$ cat config.mk
export PLATFORM = sky130hd
export DESIGN_NAME = garage_door_sequencer
export DESIGN_NICKNAME = d
export VERILOG_FILES = /design/src/rtl/garage_pkg.sv /design/src/rtl/garage_cycle_timer.sv /design/src/rtl/garage_door_sequencer.sv
export SDC_FILE = /design/constraint.sdc
export NUM_CORES = 1
export LEC_CHECK = 0
export ABC_AREA = 1
export CORE_ASPECT_RATIO = 1.4
export CORE_UTILIZATION = 45
export CTS_BUF_LIST = sky130_fd_sc_hd__clkbuf_2 sky130_fd_sc_hd__clkbuf_4 sky130_fd_sc_hd__clkbuf_8
export DETAILED_ROUTE_END_ITERATION = 6
export DONT_BUFFER_PORTS = 1
export SETUP_SLACK_MARGIN = 0.5
export SLEW_MARGIN = 10
export SYNTH_ARGS = -nofsm -noshare
export SYNTH_HDL_FRONTEND = slang
export SYNTH_SLANG_ARGS = --single-unit
export TNS_END_PERCENT = 20
$ cat constraint.sdc
create_clock -name clk -period 2.7 [get_ports clk]
set_clock_uncertainty 0.2 [all_clocks]
set_input_delay 0.81 -clock clk [delete_from_list [all_inputs] [get_ports clk]]
set_output_delay 0.81 -clock clk [all_outputs]
set_load 0.05 [all_outputs]
$ cat src/rtl/garage_pkg.sv
// rtl/garage_pkg.sv - state codes, direction constants and decode helper for the garage door sequencer
package garage_pkg;

    typedef enum logic [2:0] {
        STOPPED = 3'd0,
        CLOSED  = 3'd1,
        OPENING = 3'd2,
        OPEN    = 3'd3,
        CLOSING = 3'd4,
        DEAD    = 3'd5,
        FAULT   = 3'd6
    } door_state_t;

    localparam logic DIR_UP = 1'b1;
    localparam logic DIR_DN = 1'b0;

    function automatic logic state_is_busy(input door_state_t s);
        return (s == OPENING) || (s == CLOSING) || (s == DEAD);
    endfunction

endpackage

$ cat src/rtl/garage_cycle_timer.sv
// rtl/garage_cycle_timer.sv - loadable down-counter that holds at zero, shared by all timed door states
module garage_cycle_timer #(
    parameter int CNT_W = 16
) (
    input  logic             clk,
    input  logic             rst,
    input  logic             load,
    input  logic [CNT_W-1:0] load_val,
    output logic             expired
);

    logic [CNT_W-1:0] count;

    always_ff @(posedge clk) begin
        if (rst) begin
            count <= '0;
        end else if (load) begin
            count <= load_val;
        end else if (count != '0) begin
            count <= count - 1'b1;
        end
    end

    assign expired = (count == '0);

endmodule

$ cat src/rtl/garage_door_sequencer.sv
// rtl/garage_door_sequencer.sv - garage door motor sequencer; GARAGE_AUTO_CLOSE_EN enables the timed auto-close from OPEN
module garage_door_sequencer
    import garage_pkg::*;
#(
    parameter int DEAD_TIME        = 4,
    parameter int TRAVEL_TIMEOUT   = 1000,
    parameter int AUTO_CLOSE_DELAY = 500,
    parameter int CNT_W            = 16
) (
    input  logic       clk,
    input  logic       rst,
    input  logic       btn_wall,
    input  logic       btn_remote,
    input  logic       obstruct,
    input  logic       UP_Max,
    input  logic       DN_Max,
    output logic       UP_M,
    output logic       DN_M,
    output logic       fault,
    output logic       busy,
    output logic [2:0] door_state
);

    if (DEAD_TIME < 1 || DEAD_TIME >= (1 << CNT_W)) begin : g_bad_dead_time
        $error("DEAD_TIME out of range");
    end
    if (TRAVEL_TIMEOUT < 2 || TRAVEL_TIMEOUT >= (1 << CNT_W)) begin : g_bad_travel_timeout
        $error("TRAVEL_TIMEOUT out of range");
    end
    if (AUTO_CLOSE_DELAY < 1 || AUTO_CLOSE_DELAY >= (1 << CNT_W)) begin : g_bad_auto_close
        $error("AUTO_CLOSE_DELAY out of range");
    end

    door_state_t      state_q, state_d;
    logic             dir_last_q, dir_last_d;
    logic             target_q, target_d;
    logic             wall_q, remote_q;
    logic             req, both_limits;
    logic             tmr_expired, tmr_load, open_hold;
    logic [CNT_W-1:0] tmr_val;

    assign req         = (btn_wall & ~wall_q) | (btn_remote & ~remote_q);
    assign both_limits = UP_Max & DN_Max;

    always_ff @(posedge clk) begin
        if (rst) begin
            state_q    <= STOPPED;
            dir_last_q <= DIR_UP;
            target_q   <= DIR_DN;
            wall_q     <= 1'b0;
            remote_q   <= 1'b0;
        end else begin
            state_q    <= state_d;
            dir_last_q <= dir_last_d;
            target_q   <= target_d;
            wall_q     <= btn_wall;
            remote_q   <= btn_remote;
        end
    end

    always_comb begin
        state_d    = state_q;
        dir_last_d = dir_last_q;
        target_d   = target_q;
        open_hold  = 1'b0;
        if (both_limits) begin
            state_d = FAULT;
        end else begin
            case (state_q)
                STOPPED: begin
                    if (DN_Max) begin
                        state_d = CLOSED;
                    end else if (UP_Max) begin
                        state_d = OPEN;
                    end else if (req) begin
                        state_d  = DEAD;
                        target_d = ~dir_last_q;
                    end
                end
                CLOSED: begin
                    if (req) begin
                        state_d    = OPENING;
                        dir_last_d = DIR_UP;
                    end
                end
                OPEN: begin
                    if (req) begin
                        state_d    = CLOSING;
                        dir_last_d = DIR_DN;
                    end
`ifdef GARAGE_AUTO_CLOSE_EN
                    // A blocked beam keeps restarting the auto-close delay.
                    else if (obstruct) begin
                        open_hold = 1'b1;
                    end else if (tmr_expired) begin
                        state_d    = CLOSING;
                        dir_last_d = DIR_DN;
                    end
`endif
                end
                OPENING: begin
                    if (UP_Max) begin
                        state_d = OPEN;
                    end else if (req) begin
                        state_d    = STOPPED;
                        dir_last_d = DIR_UP;
                    end else if (tmr_expired) begin
                        state_d = FAULT;
                    end
                end
                CLOSING: begin
                    if (DN_Max) begin
                        state_d = CLOSED;
                    end else if (obstruct) begin
                        state_d  = DEAD;
                        target_d = DIR_UP;
                    end else if (req) begin
                        state_d    = STOPPED;
                        dir_last_d = DIR_DN;
                    end else if (tmr_expired) begin
                        state_d = FAULT;
                    end
                end
                DEAD: begin
                    if (obstruct) begin
                        target_d = DIR_UP;
                    end
                    if (tmr_expired) begin
                        state_d    = target_d ? OPENING : CLOSING;
                        dir_last_d = target_d;
                    end
                end
                FAULT: begin
                    state_d = FAULT;
                end
                default: begin
                    state_d = FAULT;
                end
            endcase
        end
    end

    // Reload with N-1 on entry so the state lasts exactly N cycles.
    always_comb begin
        tmr_val = '0;
        case (state_d)
            DEAD:             tmr_val = CNT_W'(DEAD_TIME - 1);
            OPENING, CLOSING: tmr_val = CNT_W'(TRAVEL_TIMEOUT - 1);
`ifdef GARAGE_AUTO_CLOSE_EN
            OPEN:             tmr_val = CNT_W'(AUTO_CLOSE_DELAY - 1);
`endif
            default:          tmr_val = '0;
        endcase
    end

    assign tmr_load = (state_d != state_q) || open_hold;

    garage_cycle_timer #(
        .CNT_W(CNT_W)
    ) u_timer (
        .clk     (clk),
        .rst     (rst),
        .load    (tmr_load),
        .load_val(tmr_val),
        .expired (tmr_expired)
    );

    assign UP_M       = (state_q == OPENING);
    assign DN_M       = (state_q == CLOSING);
    assign fault      = (state_q == FAULT);
    assign busy       = state_is_busy(state_q);
    assign door_state = state_q;

endmodule

### Word level (Yosys, flattened, before mapping)

Cells that the tools add are included.

| cells by class | value |
|---|---|
| mux-type cells | 32 |
| reduce and logical (&&, ||, !) cells | 11 |
| $add $sub $neg | 1 |
| equal/unequal tests | 17 |
| bitwise gates (word level) | 8 |

Operators by type and width:

| kind | number |
|---|---|
| 3-bit two-way mux | 13 |
| 16-bit two-way mux | 2 |
| 10-bit one-hot mux with 2 select lines | 1 |
| 3-bit one-hot mux with 6 select lines | 1 |
| 16-bit logical NOT | 1 |
| 16-bit nonzero test | 1 |
| 16-bit by 1-bit subtractor with 16-bit output (second input constant) | 1 |
| 3-bit == test (second input constant) | 5 |
| 2-bit inequality test (second input constant) | 7 |
| 1-bit two-way mux | 13 |
| 6-bit AND reduction | 2 |
| 3-bit by 2-bit == test with 1-bit output (second input constant) | 3 |
| 1-bit one-hot mux with 5 select lines | 1 |
| 5-bit nonzero test | 1 |
| 1-bit inverter | 4 |
| 1-bit AND | 3 |
| 3-bit by 1-bit == test with 1-bit output (second input constant) | 1 |
| 3-bit logical NOT | 1 |
| 3-bit inequality test | 1 |
| 1-bit one-hot mux with 3 select lines | 1 |
| 3-bit nonzero test | 1 |
| 1-bit logical OR | 2 |
| 2-bit nonzero test | 1 |
| 2-bit OR reduction | 1 |
| 1-bit bitwise OR | 1 |

| word-level totals | value |
|---|---|
| input bits | 7 |
| logic and storage cells | 75 |
| register bits after elaboration | 23 |
| output and inout port bits | 7 |

### Longest topological paths before layout

Gate-level depths: netlist of run 1.

| depth | value |
|---|---|
| depth after elaboration | 12 |
| mapped depth | 18 |
| mapped depth without buffers | 17 |

### Modules after synthesis

Synthesis of run 1 repeated with hierarchy kept, for this count alone.

| unflattened totals | value |
|---|---|
| cell total of the unflattened synthesis | 318 |
| area total of the unflattened synthesis | 1870.5 um^2 |

By module, submodules not included:

| module | seq. area each (um^2) | area each (um^2) | instances | cells each |
|---|---|---|---|---|
| garage_cycle_timer | 320.3 | 1114.8 | 1 | 179 |
| garage_door_sequencer | 140.1 | 755.7 | 1 | 139 |

### Worst setup path after synthesis of run 1

Ideal clock, no wire load.

| timing path | value |
|---|---|
| path type | register to output |
| start | register state_q[2] (netlist: door_state[2]) |
| end | output fault |
| data required time | 1690 ps |
| path slack | -336 ps |
| cell stages (with the launch flop) | 3 |
| arrival | 2026 ps |
| buffers on the path | 0 |
| path through | dfxtp_1 inv_2 nor3_1 |

| on the way | value |
|---|---|
| word-level cells in the longest chain between the ends | 1 |

RTL lines:

| element | RTL line | text |
|---|---|---|
| from (decl) | garage_door_sequencer.sv:34 | `door_state_t state_q, state_d;` |
| from (signal assigned) | garage_door_sequencer.sv:53 | `state_q <= state_d;` |
| 3-bit == test | garage_door_sequencer.sv:170 | `assign fault = (state_q == FAULT);` |
| to (decl) | garage_door_sequencer.sv:19 | `output logic fault,` |

Every way passes these cells.

### Worst setup path in the final report of run 1

| timing path | value |
|---|---|
| start | register state_q[1] (netlist: door_state[1]) |
| end | output busy |

| on the way | value |
|---|---|
| word-level cells in the longest chain between the ends | 3 |
| elaborated cells on any way between the ends | 5 |
| those cells by class | eq/ne (3); reduce/logical (2) |

RTL lines:

| element | RTL line | text |
|---|---|---|
| 3-bit by 2-bit == test with 1-bit output / 3-bit == test (equally long branches) | garage_pkg.sv:18 | `return (s == OPENING) \|\| (s == CLOSING) \|\| (s == DEAD);` |
| 1-bit logical OR | garage_pkg.sv:18 |  |
| 1-bit logical OR (*) | garage_pkg.sv:18 |  |
| to (decl) | garage_door_sequencer.sv:20 | `output logic busy,` |

Mark *: on every way between the ends. The rest lies on a longest branch, timed or not.

==> impl_metrics.xml, run 1 <==
<?xml version="1.0" encoding="UTF-8"?>
<metrics>
  <group name="run_status">
    <metric name="outcome" unit="">finished clean</metric>
  </group>
  <group name="route">
    <metric name="detailroute.wirelength.met3" unit="microns">95</metric>
    <metric name="first_pass_iters" unit="">4</metric>
    <metric name="detail_route.iter0.violations" unit="">44</metric>
    <metric name="ant_nets" unit="">0</metric>
    <metric name="detailroute.wirelength.met2" unit="microns">2090</metric>
    <metric name="wire_per_inst" unit="microns">12.1</metric>
    <metric name="vias_per_cell" unit="">5.02</metric>
    <metric name="routed_wire_length" unit="microns">3830</metric>
    <metric name="route.layer.met1.wl" unit="microns">1500</metric>
    <metric name="detail_route.drc_violations" unit="">0</metric>
    <metric name="vias" unit="">1590</metric>
    <metric name="top_signal_layer_used" unit="">met4</metric>
  </group>
  <group name="global_route">
    <metric name="grtUsageTotal" unit="">0.221</metric>
    <metric name="grt_pass1_vias" unit="">1480</metric>
    <metric name="grt_first_pass_wirelength" unit="microns">6200</metric>
    <metric name="grt.overflow.total" unit="">0</metric>
    <metric name="number_of_antenna_violations_at_the_first_check_in_global_routing" unit="">0</metric>
    <metric name="pin_count_of_the_biggest_net_entering_global_routing" unit="">15</metric>
  </group>
  <group name="sta">
    <metric name="finalMaxSlewViolations" unit="">0</metric>
    <metric name="min_period_over_period" unit="">0.929</metric>
    <metric name="totalNegativeSetupSlack" unit="ps">0</metric>
    <metric name="worst_pin_slew" unit="ps">377</metric>
    <metric name="setup_viol" unit="">0</metric>
    <metric name="final_period_minus_worst_setup_slack" unit="ps">2510</metric>
    <metric name="finalWorstSetupSlack" unit="ps">191</metric>
    <metric name="rsz0062_at_grt" unit="">true</metric>
    <metric name="max_freq" unit="GHz">0.399</metric>
    <metric name="finalHoldViolations" unit="">0</metric>
    <metric name="relSlewSlack" unit="">0.747</metric>
  </group>
  <group name="clock_tree">
    <metric name="cts_buffers" unit="">3</metric>
    <metric name="clock-sinks" unit="">23</metric>
    <metric name="clock_root_buffer" unit="">sky130_fd_sc_hd__clkbuf_8</metric>
    <metric name="max-clock-path-buffers" unit="">2</metric>
    <metric name="cts_tree" unit="">done</metric>
    <metric name="htree_levels" unit="">1</metric>
    <metric name="cts.clk_slew.worst_paths" unit="ps">80</metric>
    <metric name="clk-insertion-delay-late" unit="ps">270</metric>
  </group>
  <group name="setup_path">
    <metric name="crit_path_end_kind" unit="">output port</metric>
    <metric name="r2r_start" unit="">door_state[1]</metric>
    <metric name="worst-r2r-setup-slack" unit="ps">380</metric>
    <metric name="cp-start-kind" unit="">flop</metric>
    <metric name="worst-setup-path-type" unit="">reg -&gt; out</metric>
    <metric name="path_max_fanout" unit="">7</metric>
    <metric name="rr_worst_depth" unit="">15</metric>
    <metric name="worst-endpoint-arrival" unit="ps">1500</metric>
    <metric name="reg2reg_to" unit="">u_timer.count[2]</metric>
    <metric name="worstPathRequired" unit="ps">1690</metric>
  </group>
  <group name="synthesis">
    <metric name="synthesis.instances" unit="">262</metric>
    <metric name="synthSimpleGateAreaFrac" unit="">0.462</metric>
    <metric name="synthDominantCellAreaShare" unit="">0.288</metric>
    <metric name="unique_masters_post_synth" unit="">27</metric>
    <metric name="synth.mux.area_fraction" unit="">0.00703</metric>
    <metric name="postSynthRegisterBits" unit="">23</metric>
    <metric name="yosys.area_share.xor_xnor" unit="">0.0711</metric>
    <metric name="synth.cell_area" unit="sq um">1600</metric>
    <metric name="mean_post_synth_cell_area" unit="sq um">6.11</metric>
    <metric name="synth_top_family_by_area" unit="">simple AND/OR/NAND/NOR gates</metric>
    <metric name="synth-compound-area-share" unit="">0.0539</metric>
    <metric name="yosys-top-cells-area" unit="">sky130_fd_sc_hd__dfxtp_1 29%, sky130_fd_sc_hd__nand2_1 17%, sky130_fd_sc_hd__nor2_1 13%</metric>
    <metric name="synthesis.yosys.warnings" unit="">0</metric>
    <metric name="post_synth_fa_ha_maj_area_fraction" unit="">0.0313</metric>
    <metric name="synth.yosys.seq_area_share" unit="">0.288</metric>
    <metric name="post_synthesis_net_count" unit="">273</metric>
    <metric name="synth_top_cell_by_area" unit="">sky130_fd_sc_hd__dfxtp_1</metric>
  </group>
  <group name="finish">
    <metric name="n_fill_cell" unit="">351</metric>
    <metric name="final_core_util" unit="">0.567</metric>
    <metric name="seqCellArea" unit="sq um">472</metric>
    <metric name="share_of_cells_above_drive_strength_1" unit="">0.220</metric>
    <metric name="finish.net_count" unit="">289</metric>
    <metric name="syn2layout_area_growth" unit="%">19.5</metric>
    <metric name="commonest_non_fill_non_tap_cell_in_the_layout" unit="">sky130_fd_sc_hd__nand2_1</metric>
    <metric name="most_frequent_cells_in_the_layout" unit="">63 x sky130_fd_sc_hd__nand2_1, 49 x sky130_fd_sc_hd__nor2_1, 22 x sky130_fd_sc_hd__inv_1, 22 x sky130_fd_sc_hd__nand3_1, 20 x sky130_fd_sc_hd__dfxtp_1</metric>
    <metric name="instances_no_fill" unit="">317</metric>
    <metric name="area_taken_by_multi_input_logic_gates" unit="sq um">1100</metric>
    <metric name="num_antenna_cells" unit="">0</metric>
  </group>
  <group name="placement">
    <metric name="port_buffers" unit="">0</metric>
    <metric name="place_ws" unit="ps">133</metric>
    <metric name="dp_cells" unit="">307</metric>
    <metric name="place.detailed.hpwl" unit="microns">2990</metric>
    <metric name="gp_routability_congestion" unit="">0.829</metric>
  </group>
  <group name="floorplan">
    <metric name="die_h" unit="microns">72.6</metric>
    <metric name="dieArea" unit="sq um">3800</metric>
    <metric name="design.core.area" unit="sq um">3380</metric>
    <metric name="ioPinCount" unit="">14</metric>
    <metric name="core.rowCount" unit="">25</metric>
    <metric name="width_of_the_die" unit="microns">52.4</metric>
    <metric name="initial_core_util" unit="">0.474</metric>
  </group>
  <group name="hold_path">
    <metric name="hold_path_startpoint" unit="">dir_last_q</metric>
    <metric name="hold_depth" unit="">2</metric>
    <metric name="hold-path-endpoint" unit="">dir_last_q</metric>
    <metric name="classification_of_the_worst_slack_hold_path" unit="">reg -&gt; reg</metric>
  </group>
  <group name="power_and_ir_drop">
    <metric name="max-vdd-ir-drop" unit="mV">0.604</metric>
    <metric name="p_leak" unit="uW">0.000963</metric>
    <metric name="power-per-cell-area" unit="nW/um^2">1260</metric>
  </group>
  <group name="flow_run">
    <metric name="max-cap-violations" unit="">0</metric>
  </group>
</metrics>
state kept, by name, summed over array words and instances (netlist names):
signal / cells
remote_q: 1
dir_last_q: 1
wall_q: 1
u_timer.count: 16
target_q: 1
door_state: 3
timing repair:
item,CTS,global route
setup endpoints to repair,20,20
resized for setup,13,3
hold buffers,0,0
setup buffers,6,0
pin swaps,8,4
worst max-delay path by stage:
stage                             start               end  slack, ps  cells past startpoint
after floorplan           door_state[0]              busy        300                      5
after global placement           UP_Max  u_timer.count[2]        100                     15
after detailed placement         UP_Max  u_timer.count[2]        130                     15
after CTS                 door_state[1]              busy        210                      7
after global routing      door_state[1]              busy        140                      7
final                     door_state[1]              busy        190                      5
Yosys cell counts:
cell type                  instances
sky130_fd_sc_hd__a211oi_1          1
sky130_fd_sc_hd__a21oi_1           7
sky130_fd_sc_hd__buf_4             1
sky130_fd_sc_hd__buf_6             1
sky130_fd_sc_hd__clkbuf_1          1
sky130_fd_sc_hd__dfxtp_1          23
sky130_fd_sc_hd__ha_1              4
sky130_fd_sc_hd__inv_1            26
sky130_fd_sc_hd__inv_2             5
sky130_fd_sc_hd__mux2_2            1
sky130_fd_sc_hd__nand2_1          72
sky130_fd_sc_hd__nand2_2           4
sky130_fd_sc_hd__nand3_1          24
sky130_fd_sc_hd__nand3_2           1
sky130_fd_sc_hd__nand3_4           1
sky130_fd_sc_hd__nand3b_1          1
sky130_fd_sc_hd__nand4_1           2
sky130_fd_sc_hd__nor2_1           55
sky130_fd_sc_hd__nor2_2            6
sky130_fd_sc_hd__nor2_4            1
sky130_fd_sc_hd__nor3_1            2
sky130_fd_sc_hd__nor4_1            1
sky130_fd_sc_hd__o21ai_0           7
sky130_fd_sc_hd__o31a_1            1
sky130_fd_sc_hd__or2_0             1
sky130_fd_sc_hd__xnor2_1           5
sky130_fd_sc_hd__xor2_1            8
power by group:
part           switching [uW]  internal (uW)
Sequential                137            440
Combinational            1000            614
Clock                     111            115
Total                    1250           1170
metrics by stage:
stage	area, sq um	power (uW)	hold slack, ps
6_report	1910	2420	305
5_1_grt	1910	2660	329
4_1_cts	1910	2430	303
3_5_place_dp	1780	2100	282
3_3_place_gp	1780	2100	280
2_1_floorplan	1700	1810	255
final cells by class:
class / count / area share
repair buffers: 14 / 0.0588
flip-flops and latches: 23 / 0.246
clock buffers: 4 / 0.0255
inverters: 31 / 0.0660
well taps: 40 / 0.0261
multi-input cells: 205 / 0.577
cells by family (layout without fill, tap and decap cells):
logic type / count (synthesis) / in the layout
and+or+nand+nor: 171 / 171
buffers and inverters: 34 / 49
DFF: 23 / 23
AOI/OAI and AO/OA: 16 / 16
xor gates and xnor gates: 13 / 13
adders and majority gates: 4 / 4
muxes: 1 / 1
per-layer routing:
metal / vias up / track usage
li1: 847 / -
met2: 34 / 0.426
met1: 698 / 0.221
met3: 11 / 0.0271
met5: - / 0
met4: 0 / 0.108
critical path: stages, from the launching register on:
cell and delay (ps):
sky130_fd_sc_hd__dfxtp_4 430, sky130_fd_sc_hd__inv_2 150, sky130_fd_sc_hd__nand2_2 100, sky130_fd_sc_hd__nor2_2 210
sky130_fd_sc_hd__nand3b_1 170, sky130_fd_sc_hd__buf_6 170
No activity file was read; power rests on OpenSTA's default activity.
==> inputs of run 2 (changes only) <==
SETUP_SLACK_MARGIN = 0.02   (was 0.5)
==> run 2 against run 1 <==
Compared with the run above: critical path depth down 1; power down 3.1%; non-clock buffer count fell by 1; register-to-register slack worse by 100 ps; sequential power decreased by 11%; die area unchanged; global-route usage rose by 0.34 points; design area decreased by 5.9%; wire length down 1.4%; combinational power barely moved; worst setup slack got worse by 13 ps; largest cell class unchanged.
==> impl_metrics.xml, run 2 (synthesized netlist as in run 1, its figures left out) <==
<?xml version="1.0" encoding="UTF-8"?>
<metrics>
  <group name="clock_tree">
    <metric name="clock-sinks" unit="">23</metric>
    <metric name="cts_buffers" unit="">3</metric>
    <metric name="cts_setup_buffers" unit="">0</metric>
    <metric name="clock_root_buffer" unit="">sky130_fd_sc_hd__clkbuf_8</metric>
    <metric name="cts.clk_slew.worst_paths" unit="ps">90</metric>
    <metric name="post_cts_resized" unit="">0</metric>
    <metric name="post_cts_hold_buffer_count" unit="">0</metric>
    <metric name="max-clock-path-buffers" unit="">2</metric>
    <metric name="htree_levels" unit="">1</metric>
    <metric name="cts_tree" unit="">done</metric>
    <metric name="clk-insertion-delay-late" unit="ps">270</metric>
  </group>
  <group name="power_and_ir_drop">
    <metric name="seq_power_share" unit="">0.219</metric>
    <metric name="total_power" unit="uW">2340</metric>
    <metric name="power.combinational.fraction" unit="">0.684</metric>
    <metric name="power-per-cell-area" unit="nW/um^2">1300</metric>
    <metric name="power_frac_clock" unit="">0.097</metric>
    <metric name="intPower" unit="uW">1130</metric>
    <metric name="max-vdd-ir-drop" unit="mV">0.620</metric>
    <metric name="p_leak" unit="uW">0.000951</metric>
    <metric name="netSwitchingFraction" unit="">0.516</metric>
    <metric name="power_switching" unit="uW">1210</metric>
  </group>
  <group name="sta">
    <metric name="setup_viol" unit="">0</metric>
    <metric name="totalNegativeSetupSlack" unit="ps">0</metric>
    <metric name="max_freq" unit="GHz">0.396</metric>
    <metric name="finalMaxSlewViolations" unit="">0</metric>
    <metric name="rsz0062_at_grt" unit="">false</metric>
    <metric name="finalHoldViolations" unit="">0</metric>
    <metric name="timing.hold.ws" unit="ps">336</metric>
    <metric name="final_period_minus_worst_setup_slack" unit="ps">2520</metric>
    <metric name="relSlewSlack" unit="">0.770</metric>
    <metric name="min_period_over_period" unit="">0.934</metric>
    <metric name="worst_pin_slew" unit="ps">343</metric>
  </group>
  <group name="floorplan">
    <metric name="width_of_the_die" unit="microns">52.4</metric>
    <metric name="ioPinCount" unit="">14</metric>
    <metric name="design.core.area" unit="sq um">3380</metric>
    <metric name="core.rowCount" unit="">25</metric>
    <metric name="initial_core_util" unit="">0.474</metric>
    <metric name="die_h" unit="microns">72.6</metric>
    <metric name="dieArea" unit="sq um">3800</metric>
  </group>
  <group name="setup_path">
    <metric name="crit_path_end_kind" unit="">output port</metric>
    <metric name="worst_path_top_cell_family_by_delay" unit="">flip-flops</metric>
    <metric name="timing.critical_path.cells" unit="">inv_2 &gt; nor2_2 &gt; nand3b_1 &gt; buf_12</metric>
    <metric name="path_buf_inv" unit="">2</metric>
    <metric name="path_max_fanout" unit="">8</metric>
    <metric name="cp-start-kind" unit="">flop</metric>
    <metric name="worst_path_max_delay_cell" unit="">sky130_fd_sc_hd__dfxtp_1</metric>
    <metric name="worstPathRequired" unit="ps">1690</metric>
    <metric name="worst-setup-path-type" unit="">reg -&gt; out</metric>
    <metric name="slowest_delay" unit="ps">500</metric>
    <metric name="worst-endpoint-arrival" unit="ps">1510</metric>
  </group>
  <group name="route">
    <metric name="ant_nets" unit="">0</metric>
    <metric name="routed_wire_length" unit="microns">3770</metric>
    <metric name="detail_route.drc_violations" unit="">0</metric>
    <metric name="vias" unit="">1583</metric>
    <metric name="detail_route.iter0.violations" unit="">36</metric>
    <metric name="wire_per_inst" unit="microns">11.9</metric>
    <metric name="first_pass_iters" unit="">4</metric>
    <metric name="vias_per_cell" unit="">5.01</metric>
  </group>
  <group name="global_route">
    <metric name="pin_count_of_the_biggest_net_entering_global_routing" unit="">15</metric>
    <metric name="number_of_antenna_violations_at_the_first_check_in_global_routing" unit="">0</metric>
    <metric name="grt_pass1_vias" unit="">1513</metric>
    <metric name="grt.overflow.total" unit="">0</metric>
    <metric name="grtUsageTotal" unit="">0.224</metric>
    <metric name="grt_first_pass_wirelength" unit="microns">6420</metric>
  </group>
  <group name="finish">
    <metric name="finish.net_count" unit="">288</metric>
    <metric name="share_of_cells_above_drive_strength_1" unit="">0.138</metric>
    <metric name="num_antenna_cells" unit="">0</metric>
    <metric name="most_frequent_cells_in_the_layout" unit="">72 x sky130_fd_sc_hd__nand2_1, 54 x sky130_fd_sc_hd__nor2_1, 26 x sky130_fd_sc_hd__inv_1</metric>
    <metric name="commonest_non_fill_non_tap_cell_in_the_layout" unit="">sky130_fd_sc_hd__nand2_1</metric>
    <metric name="largest_reg_flops" unit="">16</metric>
    <metric name="n_fill_cell" unit="">351</metric>
    <metric name="syn2layout_area_growth" unit="%">12.4</metric>
    <metric name="regMostFlops" unit="">u_timer.count</metric>
  </group>
  <group name="placement">
    <metric name="gp_routability_congestion" unit="">0.894</metric>
    <metric name="port_buffers" unit="">0</metric>
    <metric name="place.detailed.hpwl" unit="microns">3140</metric>
  </group>
  <group name="hold_path">
    <metric name="classification_of_the_worst_slack_hold_path" unit="">reg -&gt; reg</metric>
  </group>
  <group name="flow_run">
    <metric name="max-cap-violations" unit="">0</metric>
  </group>
  <group name="run_status">
    <metric name="outcome" unit="">finished clean</metric>
  </group>
</metrics>
run 2: worst reg2reg max path: stages, from the launching register on:
cell and delay (ps):
sky130_fd_sc_hd__dfxtp_1 330, sky130_fd_sc_hd__inv_1 90, sky130_fd_sc_hd__ha_1 190, sky130_fd_sc_hd__nand2_1 60, sky130_fd_sc_hd__nor2_1 190, sky130_fd_sc_hd__nand2_1 140, sky130_fd_sc_hd__nand2_2 120, sky130_fd_sc_hd__nand3_1 70
sky130_fd_sc_hd__nand2_1 120, sky130_fd_sc_hd__nand2_2 60, sky130_fd_sc_hd__nand2_1 50, sky130_fd_sc_hd__nand2_1 90, sky130_fd_sc_hd__nor2_4 160, sky130_fd_sc_hd__nand4_1 260, sky130_fd_sc_hd__nand2_1 150, sky130_fd_sc_hd__nor2_1 40
run 2: area by class of cell:
class	count	area [sq um]	share of cell area
timing repair buffer	13	110	0.0612
tap	40	50.0	0.0278
inverter	31	116	0.0646
clock buffer	4	48.8	0.0271
sequential	23	460	0.256
multi-input combinational	205	1010	0.564
run 2: final timing paths:
kind	start	endpoint	slack [ps]	cells after the start
max	door_state[2]	busy	180	4
min	u_timer.count[13]	u_timer.count[13]	340	2
max reg2reg	u_timer.count[0]	u_timer.count[7]	280	15
min reg2reg	u_timer.count[13]	u_timer.count[13]	340	2
run 2: power by group through the flow:
| stage | registers (uW) | logic [uW] | clock network, uW |
|---|---|---|---|
| floorplan | 552 | 1200 | 0 |
| global placement | 519 | 1590 | 0 |
| detailed placement | 520 | 1590 | 0 |
| CTS | 513 | 1600 | 234 |
| global route | 523 | 1830 | 243 |
| finish | 513 | 1600 | 227 |
run 2: per-stage QoR:
stage	std cells	worst slack (ps)	area, sq um	util
floorplan	262	-156	1610	-
global placement	312	13.1	1740	0.516
detailed placement	312	15.2	1740	0.516
CTS	316	186	1790	0.531
global route	316	20.2	1800	0.533
finish	316	177	1800	0.533
run 2: layer usage:
layer / up-vias / part of all wire / track usage
li1: 840 / - / -
met1: 694 / 0.38 / 0.217
met2: 33 / 0.54 / 0.425
met3: 16 / 0.025 / 0.0271
met4: 0 / 0.055 / 0.143
met5: - / 0 / 0
